===== src/rtl/field_lock.sv =====
// Lock unit: merges the falling 4x4 block into the occupancy field, then removes full rows.
// Playable cells are stored; the wall column and floor row are tied to 1 on the output.
module field_lock #(
   parameter int unsigned ROWS  = 20,
   parameter int unsigned COLS  = 10,
   parameter int unsigned COL_W = 4,
   parameter int unsigned ROW_W = 5
) (
   input  logic                           clk,
   input  logic                           rst_n,
   input  logic                           lock_req,
   input  logic                           clear_req,
   input  logic [15:0]                    b_mask,
   input  logic [COL_W:0]                 b_x,
   input  logic [ROW_W:0]                 b_y,
   output logic [(ROWS+1)*(COLS+1)-1:0]   field_o,
   output logic                           busy_o,
   output logic                           done_o,
   output logic [2:0]                     lines_o,
   output logic                           game_over_o
);

   localparam logic [ROW_W:0]   RowLim  = (ROW_W+1)'(ROWS);
   localparam logic [COL_W:0]   ColLim  = (COL_W+1)'(COLS);
   localparam logic [ROW_W-1:0] PtrLast = ROW_W'(ROWS - 1);

   typedef enum logic [2:0] {StIdle, StMerge, StScan, StShift, StDone} state_e;

   state_e           state_q, state_d;
   logic [15:0]      mask_q, mask_d;
   logic [COL_W:0]   x_q, x_d;
   logic [ROW_W:0]   y_q, y_d;
   logic [3:0]       k_q, k_d;
   logic [ROW_W-1:0] ptr_q, ptr_d;
   logic [2:0]       cnt_q, cnt_d;
   logic [2:0]       lines_q, lines_d;
   logic             over_q, over_d;
   logic [COLS-1:0]  rows_q [ROWS];
   logic [COLS-1:0]  rows_d [ROWS];

   // Brick target cell, one bit wider than the origin so the offset never wraps.
   logic signed [ROW_W+1:0] r_s;
   logic signed [COL_W+1:0] c_s;
   logic [ROW_W:0]          r_u;
   logic [COL_W:0]          c_u;
   logic                    r_ok, c_ok;

   always_comb begin
      r_s  = $signed({y_q[ROW_W], y_q}) + $signed({{ROW_W{1'b0}}, k_q[3:2]});
      c_s  = $signed({x_q[COL_W], x_q}) + $signed({{COL_W{1'b0}}, k_q[1:0]});
      r_u  = r_s[ROW_W:0];
      c_u  = c_s[COL_W:0];
      r_ok = !r_s[ROW_W+1] && (r_u < RowLim);
      c_ok = !c_s[COL_W+1] && (c_u < ColLim);
   end

   always_comb begin
      state_d = state_q;
      mask_d  = mask_q;
      x_d     = x_q;
      y_d     = y_q;
      k_d     = k_q;
      ptr_d   = ptr_q;
      cnt_d   = cnt_q;
      lines_d = lines_q;
      over_d  = over_q;
      rows_d  = rows_q;

      unique case (state_q)
         StIdle: begin
            if (lock_req) begin
               mask_d  = b_mask;
               x_d     = b_x;
               y_d     = b_y;
               k_d     = 4'd0;
               cnt_d   = 3'd0;
               state_d = StMerge;
            end
         end
         StMerge: begin
            if (mask_q[k_q]) begin
               if (r_s[ROW_W+1]) begin
                  over_d = 1'b1;
               end else if (r_ok && c_ok) begin
                  rows_d[r_u[ROW_W-1:0]][c_u[COL_W-1:0]] = 1'b1;
               end
            end
            k_d = k_q + 4'd1;
            if (k_q == 4'd15) begin
               ptr_d   = PtrLast;
               state_d = StScan;
            end
         end
         StScan: begin
            if (&rows_q[ptr_q]) begin
               state_d = StShift;
            end else if (ptr_q == '0) begin
               lines_d = cnt_q;
               state_d = StDone;
            end else begin
               ptr_d = ptr_q - 1'b1;
            end
         end
         StShift: begin
            // Pointer is kept so the row that dropped into place is checked again.
            for (int r = 1; r < ROWS; r++) begin
               if (ROW_W'(r) <= ptr_q) rows_d[r] = rows_q[r-1];
            end
            rows_d[0] = '0;
            cnt_d     = (cnt_q == 3'd4) ? 3'd4 : cnt_q + 3'd1;
            state_d   = StScan;
         end
         StDone: begin
            state_d = StIdle;
         end
         default: begin
            state_d = StIdle;
         end
      endcase

      if (clear_req) begin
         state_d = StIdle;
         cnt_d   = 3'd0;
         lines_d = 3'd0;
         over_d  = 1'b0;
         for (int r = 0; r < ROWS; r++) rows_d[r] = '0;
      end
   end

   always_ff @(posedge clk or negedge rst_n) begin
      if (!rst_n) begin
         state_q <= StIdle;
         mask_q  <= '0;
         x_q     <= '0;
         y_q     <= '0;
         k_q     <= '0;
         ptr_q   <= '0;
         cnt_q   <= '0;
         lines_q <= '0;
         over_q  <= 1'b0;
         rows_q  <= '{default: '0};
      end else begin
         state_q <= state_d;
         mask_q  <= mask_d;
         x_q     <= x_d;
         y_q     <= y_d;
         k_q     <= k_d;
         ptr_q   <= ptr_d;
         cnt_q   <= cnt_d;
         lines_q <= lines_d;
         over_q  <= over_d;
         rows_q  <= rows_d;
      end
   end

   always_comb begin
      field_o = '1;
      for (int r = 0; r < ROWS; r++) field_o[r*(COLS+1) +: COLS] = rows_q[r];
   end

   assign busy_o      = (state_q == StMerge) || (state_q == StScan) || (state_q == StShift);
   assign done_o      = (state_q == StDone);
   assign lines_o     = lines_q;
   assign game_over_o = over_q;

endmodule


===== config.mk =====
export PLATFORM = sky130hd
export DESIGN_NAME = field_lock
export DESIGN_NICKNAME = d
export VERILOG_FILES = /design/src/rtl/field_lock.sv
export SDC_FILE = /design/constraint.sdc
export NUM_CORES = 1
export LEC_CHECK = 0
export ABC_CLOCK_PERIOD_IN_PS = 2700
export CORE_ASPECT_RATIO = 1.75
export CORE_MARGIN = 1.5
export CORE_UTILIZATION = 45
export CTS_CLUSTER_DIAMETER = 30
export DETAILED_ROUTE_END_ITERATION = 16
export PLACE_DENSITY = 0.74
export SLEW_MARGIN = 20
export SYNTH_ARGS = -nofsm -noshare
export SYNTH_HDL_FRONTEND = slang
export SYNTH_SLANG_ARGS = --single-unit

===== constraint.sdc =====
create_clock -name clk -period 2.7 [get_ports clk]
set_input_delay 0.54 -clock clk [delete_from_list [all_inputs] [get_ports clk]]
set_output_delay 0.54 -clock clk [all_outputs]
set_load 0.005 [all_outputs]

==> results by group, run 1 <==
GRT
  • Initial antenna violation count: 0
  • Sum of overflow across all layers after global routing: 0
  • Via count of the first global-routing pass: 14200
  • Pin count of the biggest net entering global routing: 78
  • Global-route wire length before repair: 88400 um
  • GRT Overall Usage: 0.374

Power
  • Tot Pwr: 0.0146 W
  • IR drop worst, VDD: 630 uV
  • Power density over the cells: 724 nW/um^2
  • Static leakage power: 8.33 nW

Timing
  • Post-route worst hold slack: 0.000187 ns
  • Post-layout worst setup margin: -0.114 ns
  • Max-slew violations: 0
  • Worst-Margin Slew: 0.874 ns
  • Final clock period utilization by the worst path: 1.04
  • Final hold violation count: 0
  • Fmax: 0.355 GHz
  • Worst clock skew: 0.0196 ns
  • Unrepaired setup endpoints after global routing: yes
  • Final number of setup-violating endpoints: 9
  • Post-route minimum period: 2.81 ns
  • Setup Total Neg Slack: -0.472 ns
  • Slew margin rel.: 0.417

Detailed routing
  • Number of iterations in the first detailed-routing pass: 8
  • Antenna-violating nets left: 0
  • Overall routed net length: 61100 um
  • # DRC: 0
  • Total number of vias: 14700
  • DR iter-0 viols: 1684
  • Detail-routed via count per cell: 6.43
  • Detailed-route wire length per cell: 26.7 um

Yosys
  • Number of enable-type register cells in the synthesized netlist: 0
  • Leading cell type by number of instances after synthesis: nand2_1
  • Most used flip-flop cell after synthesis: dfrtp_1
  • Ranking of synthesized cells by area: dfrtp_1 (44%), mux4_2 (8.2%), nand2_1 (7.8%), o21ai_0 (6.9%), a22o_1 (6.6%)
  • Cell area after synthesis: 13900 sq um
  • Average cell area after synthesis: 9.61 sq um
  • Count of state elements after synthesis: 246
  • Commonest cells in the netlist: nand2_1 (290), dfrtp_1 (246), o21ai_0 (191)
  • Synth Warn #: 0
  • Yosys cell types: 63
  • Fraction of registers with async set or reset after synthesis: 1.00
  • Count of mapped cells out of synthesis: 1449
  • Post-synth top area share: 0.442
  • Share of synthesized area occupied by flip-flops and latches: 0.442
  • Library cell with the largest summed area after synthesis: dfrtp_1

Critical path
  • Origin of the critical flop-to-flop path: ptr_q[0]
  • CP Max Fanout: 9
  • Critical path capture point type: register
  • CP startpoint kind: register
  • Worst setup path class: reg2reg
  • Flop2flop setup slack: -0.11 ns
  • Depth of the most critical reg-to-reg path: 9
  • Arrival time worst endpoint: 3.23 ns
  • Launch point of the worst path: ptr_q[0]
  • Required time of the critical path: 3.11 ns

Cells and area
  • Antenna cell count: 0
  • Final cell count without fillers: 2290
  • Final Net Count: 1914
  • Share of layout cells above drive strength 1: 0.258
  • Signed area change from the synthesized netlist to the final layout: 44.5%

Status
  • Violated checks: setup timing
  • Run status: finished, violations left

Place
  • HPWL after detailed placement: 45000 um
  • Post-Place Setup Slack: -0.128 ns
  • Number of placed instances with taps included: 2206
  • Weighted congestion reported at the end of routability-driven placement: 1.05
  • Port bufs: 236

Floorplan
  • Overall die height: 236 um
  • Initial Utilization: 0.455
  • IO Pins: 268
  • Core Area: 30600 sq um
  • Std cell rows: 85
  • DIE AREA: 32100 sq um
  • Width of the chip: 136 um

Clocking
  • Root Buffer Master: clkbuf_16
  • Clock H-tree levels: 2
  • Number of buffers between clock root and the deepest sink: 3
  • CTS tree: yes
  • TritonCTS Sinks: 246
  • Source-to-sink clock delay at the later pin of the worst-skew pair: 0.54 ns
  • Number of buffers created by CTS: 39
  • Clock-pin slew reported for the worst setup and hold paths after clock tree synthesis: 0.05 ns

Flow run
  • Maximum Capacitance Violations: 0

Min path
  • Tightest Hold Check Type: in2async
[metrics by stage]
stage / instance area, sq um / utilization
global route: 20100 / 0.657
floorplan: 14000 / -
detailed placement: 18200 / 0.595
finish: 20100 / 0.657
CTS: 19600 / 0.638
global placement: 18200 / 0.595
[registers in the layout, summed over array words and instances (netlist names), 3 cells and up]
register  flops
x_q           5
lines_o       3
field_o     200
k_q           4
mask_q       16
y_q           6
cnt_q         3
state_q       3
ptr_q         5
[area by class of cell]
cell class              count  area, sq um
fillers                  2416        10500
multi-input cells        1117         7650
flip-flops and latches    246         6160
repair buffers            449         4470
clock buffers              47         1090
well taps                 391          489
clock inverters            24          200
inverters                  16         60.1
[per-layer routing]
layer / vias to the layer above / global-route usage / part of all wire
li1: 6147 / - / -
met1: 7143 / 0.419 / 0.32
met2: 1088 / 0.614 / 0.48
met3: 341 / 0.0708 / 0.091
met4: 0 / 0.296 / 0.10
met5: - / 0 / 0
[logic make-up (layout without fill, tap and decap cells)]
| logic type | Yosys count | after routing | share of synthesized area |
|---|---|---|---|
| fa+ha+maj | 14 | 14 | 0.0137 |
| flops | 246 | 246 | 0.442 |
| simple gates | 455 | 456 | 0.140 |
| buf+inv | 117 | 536 | 0.0456 |
| other cells | 1 | 31 | 0.000269 |
| mux | 92 | 92 | 0.115 |
| xor+xnor | 4 | 4 | 0.00252 |
| compound gates | 520 | 520 | 0.241 |
[critical path, cell delays in order, from the launching register on]
cell	delay (ns)
dfrtp_4	0.60
clkbuf_16	0.23
mux4_2	0.32
nand2_1	0.06
a21oi_2	0.30
o22ai_4	0.13
nor4_4	0.41
nand2_2	0.17
a21o_1	0.23
a31o_2	0.24
[final timing paths]
check | end
worst max-delay path | lines_o[2]
worst min-delay path | cnt_q[2]
worst max register to register | lines_o[2]
worst min register to register | mask_q[14]
max in group asynchronous | field_o[126]
min in group clk | mask_q[14]
[placed cells by master, fill, tap and decap left out, drive strengths merged, types with 5 or more instances in the layout]
master         count
mux2              33
mux2i              8
and3               5
nand3             13
o21ai            203
a22oi             64
o31ai              6
clkbuf            52
and2               5
o22ai             11
a21oi             94
nor2              81
dfrtp            246
nand2b            15
a31oi              9
nor2b             10
clkdlybuf4s50    235
buf              209
a22o             105
nor3              10
inv               25
nand2            291
or2                8
ha                12
mux4              51
a2bb2oi            8
conb              31
clkinv            11
[power breakdown]
group          internal [W]  switching [W]  total [W]
registers           0.00392       0.000325    0.00424
logic               0.00227        0.00312    0.00539
clock network       0.00295        0.00198    0.00493
[what timing repair did]
| action | CTS | global route |
|---|---|---|
| hold buffers | 0 | 0 |
| resized for setup | 19 | 125 |
| cloned | 0 | 9 |
| pin swaps | 1 | 21 |
| endpoints found under the setup margin | 162 | 185 |
| setup buffers | 0 | 5 |
Note: power is estimated with default switching activity, not from simulation.
==> run 2, diff against run 1 <==
--- a/config.mk
+++ b/config.mk
@@ -13,3 +13,3 @@
 export DETAILED_ROUTE_END_ITERATION = 16
-export PLACE_DENSITY = 0.74
+export PLACE_DENSITY = 0.73
 export SLEW_MARGIN = 20
==> constraint.sdc (replaced) <==
create_clock -name clk -period 2.7 [get_ports clk]
set_input_delay 0.27 -clock clk [delete_from_list [all_inputs] [get_ports clk]]
set_output_delay 0.27 -clock clk [all_outputs]
set_load 0.005 [all_outputs]
==> results by group, run 2 (synthesis results as in run 1) <==
Critical path
  • Arrival time worst endpoint: 3.39 ns (+0.16 ns)
  • Delay of the slowest cell on the worst path: 0.55 ns (-0.05 ns)
  • CP startpoint kind: register
  • Cells traversed along the worst timing path: buf_12, buf_4, mux4_2, mux2i_1, o21ai_1, o22ai_2, nor4_4, buf_4, nand2_4, a311oi_2, a31o_2
  • Required time of the critical path: 3.11 ns (about the same)
  • Cell seen most often among critical-path stages: buf_4
  • Critical path capture point type: register
  • CP Max Fanout: 8 (-1)
  • Delay-heaviest family, CP: multiplexers
  • Number of buffers and inverters on the critical path: 3 (+2)
  • Slowest library cell on the worst path: mux2i_1
  • Worst setup path class: reg2reg

Status
  • Run status: finished, violations left
  • Violated checks: setup timing

Power
  • Static leakage power: 8.44 nW (+1.4%)
  • Tot Pwr: 0.0148 W (+1.5%)
  • Switching Share: 0.378 (+0.00560)
  • Internal: 0.00919 W (+0.58%)
  • Logic gate share of total power: 0.383 (+0.013)
  • IR drop worst, VDD: 543 uV (-14%)
  • Share of total power in the clock network: 0.332 (-0.007)
  • Share of total power in sequential cells: 0.285 (-0.006)
  • Power density over the cells: 728 nW/um^2 (+0.60%)
  • Total net switching power: 0.00559 W (+3.0%)

Detailed routing
  • Met1 Routed Length: 20400 um (+3.8%)
  • Detail-routed via count per cell: 6.42 (about the same)
  • DR iter-0 viols: 1901 (+13%)
  • Top routing layer in use: met4
  • Overall routed net length: 63100 um (+3.3%)
  • # DRC: 0 (unchanged)
  • Detailed-route wire length per cell: 27.3 um (+2.2%)
  • Total length of routed met3 wires: 5540 um (-0.47%)
  • Number of iterations in the first detailed-routing pass: 6 (-2)
  • Total number of vias: 14900 (+1.0%)
  • Antenna-violating nets left: 0 (unchanged)
  • Met2 WL post-DR: 30200 um (+2.6%)

GRT
  • Via count of the first global-routing pass: 14400 (+1.5%)
  • Global-route wire length before repair: 90200 um (+2.1%)
  • Pin count of the biggest net entering global routing: 79 (+1.3%)
  • GRT Overall Usage: 0.383 (+0.00947)
  • Sum of overflow across all layers after global routing: 0 (unchanged)
  • Initial antenna violation count: 0 (unchanged)

Place
  • Number of placed instances with taps included: 2208 (+0.091%)
  • Weighted congestion reported at the end of routability-driven placement: 1.03 (-2.3%)
  • Port bufs: 236 (unchanged)
  • DP Area: 18000 sq um (-0.88%)
  • HPWL after detailed placement: 45500 um (+1.3%)

Timing
  • Setup Total Neg Slack: -7.87 ns (-7.39 ns)
  • Fmax: 0.335 GHz (-5.7%)
  • Final number of setup-violating endpoints: 106 (+97)
  • Unrepaired setup endpoints after global routing: yes
  • Worst-Margin Slew: 1.05 ns (+0.180 ns)
  • Final hold violation count: 0 (unchanged)
  • Post-layout worst setup margin: -0.282 ns (-0.169 ns)
  • Final clock period utilization by the worst path: 1.10 (+0.0625)
  • Worst clock skew: 0.0267 ns (+0.00713 ns)
  • Max-slew violations: 0 (unchanged)
  • Slew margin rel.: 0.290 (-0.128)
  • Post-route minimum period: 2.98 ns (+0.169 ns)

Cells and area
  • Share of layout cells above drive strength 1: 0.268 (+0.0108)
  • Leading cell type in the layout, fill and taps excluded: nand2_1
  • Final cell count without fillers: 2314 (+1.0%)
  • Signed area change from the synthesized netlist to the final layout: 45.8%
  • Max FFs per register: 200 (unchanged)
  • Antenna cell count: 0 (unchanged)
  • Final std cell area, no fill: 20300 sq um (+0.89%)
  • Final Net Count: 1938 (+1.3%)
  • Most frequent cells in the layout: nand2_1 (280), dfrtp_1 (245), clkdlybuf4s50_1 (235), buf_4 (191), o21ai_0 (180)

Floorplan
  • Std cell rows: 85 (unchanged)
  • DIE AREA: 32100 sq um (unchanged)
  • Initial Utilization: 0.455 (unchanged)
  • Core Area: 30600 sq um (unchanged)
  • Width of the chip: 136 um (unchanged)
  • Overall die height: 236 um (unchanged)
  • IO Pins: 268 (unchanged)

Min path
  • Tightest Hold Check Type: in2async

Clocking
  • TritonCTS Sinks: 246 (unchanged)
  • Number of buffers created by CTS: 39 (unchanged)
  • Number of buffers between clock root and the deepest sink: 3 (unchanged)
  • CTS tree: yes
  • Clock H-tree levels: 2 (unchanged)
  • Root Buffer Master: clkbuf_16
  • Source-to-sink clock delay at the later pin of the worst-skew pair: 0.55 ns (about the same)
  • Clock-pin slew reported for the worst setup and hold paths after clock tree synthesis: 0.05 ns (about the same)

Flow run
  • Maximum Capacitance Violations: 0 (unchanged)
==> run 2: final timing paths <==
| check | from | end | slack, ns | cells after the start |
|---|---|---|---|---|
| max | ptr_q[0] | lines_o[1] | -0.28 | 11 |
| min | rst_n | field_o[145] | 0.28 | 2 |
| max reg2reg | ptr_q[0] | lines_o[1] | -0.28 | 11 |
| min reg2reg | mask_q[10] | mask_q[10] | 0.51 | 1 |
| max in group asynchronous | rst_n | field_o[126] | 1.61 | 3 |
| min in group clk | b_y[4] | y_q[4] | 0.31 | 3 |
==> run 2: layout make-up <==
type	instances	area [sq um]
Timing Repair Buffer	473	4510
Fill cell	2418	10300
Tap cell	391	489
Clock inverter	24	219
Sequential cell	246	6160
Clock buffer	47	1070
Inverter	16	60.1
Multi-Input combinational cell	1117	7800
==> run 2: power by group through the flow <==
stage / Clock (W) / Combinational, W / Sequential, W
floorplan: 0 / 0.00266 / 0.00412
global placement: 0 / 0.00468 / 0.00424
detailed placement: 0 / 0.00473 / 0.00426
CTS: 0.00494 / 0.00490 / 0.00420
global route: 0.00512 / 0.00589 / 0.00423
finish: 0.00491 / 0.00566 / 0.00421
==> run 2: worst register-to-register path, stage by stage, from the launching register on <==
cell	delay [ns]
dfrtp_4	0.51
buf_12	0.15
buf_4	0.16
mux4_2	0.41
mux2i_1	0.55
o21ai_1	0.17
o22ai_2	0.21
nor4_4	0.07
buf_4	0.17
nand2_4	0.11
a311oi_2	0.11
a31o_2	0.23
==> run 2: metal layers <==
metal | GRT usage | up-vias
met3 | 0.0706 | 357
met4 | 0.327 | 0
met2 | 0.616 | 1141
met1 | 0.433 | 7162
li1 | - | 6206
met5 | 0 | -
==> run 2: per-stage QoR <==
stage | worst slack, ns | hold slack, ns | utilization
after floorplan | 0.0220 | -0.0256 | -
after global placement | -0.0910 | 0.269 | 0.589
after detailed placement | -0.241 | 0.275 | 0.589
after CTS | -0.0820 | 0.289 | 0.639
after global routing | -0.277 | 0.334 | 0.663
final | -0.282 | 0.285 | 0.663
==> run 2: what timing repair did <==
item	CTS	global route
cloned	3	4
endpoints found under the setup margin	188	200
resized for setup	32	132
hold endpoints to repair	62	0
pin swaps	5	42
buffers inserted	6	21
hold buffers	1	0
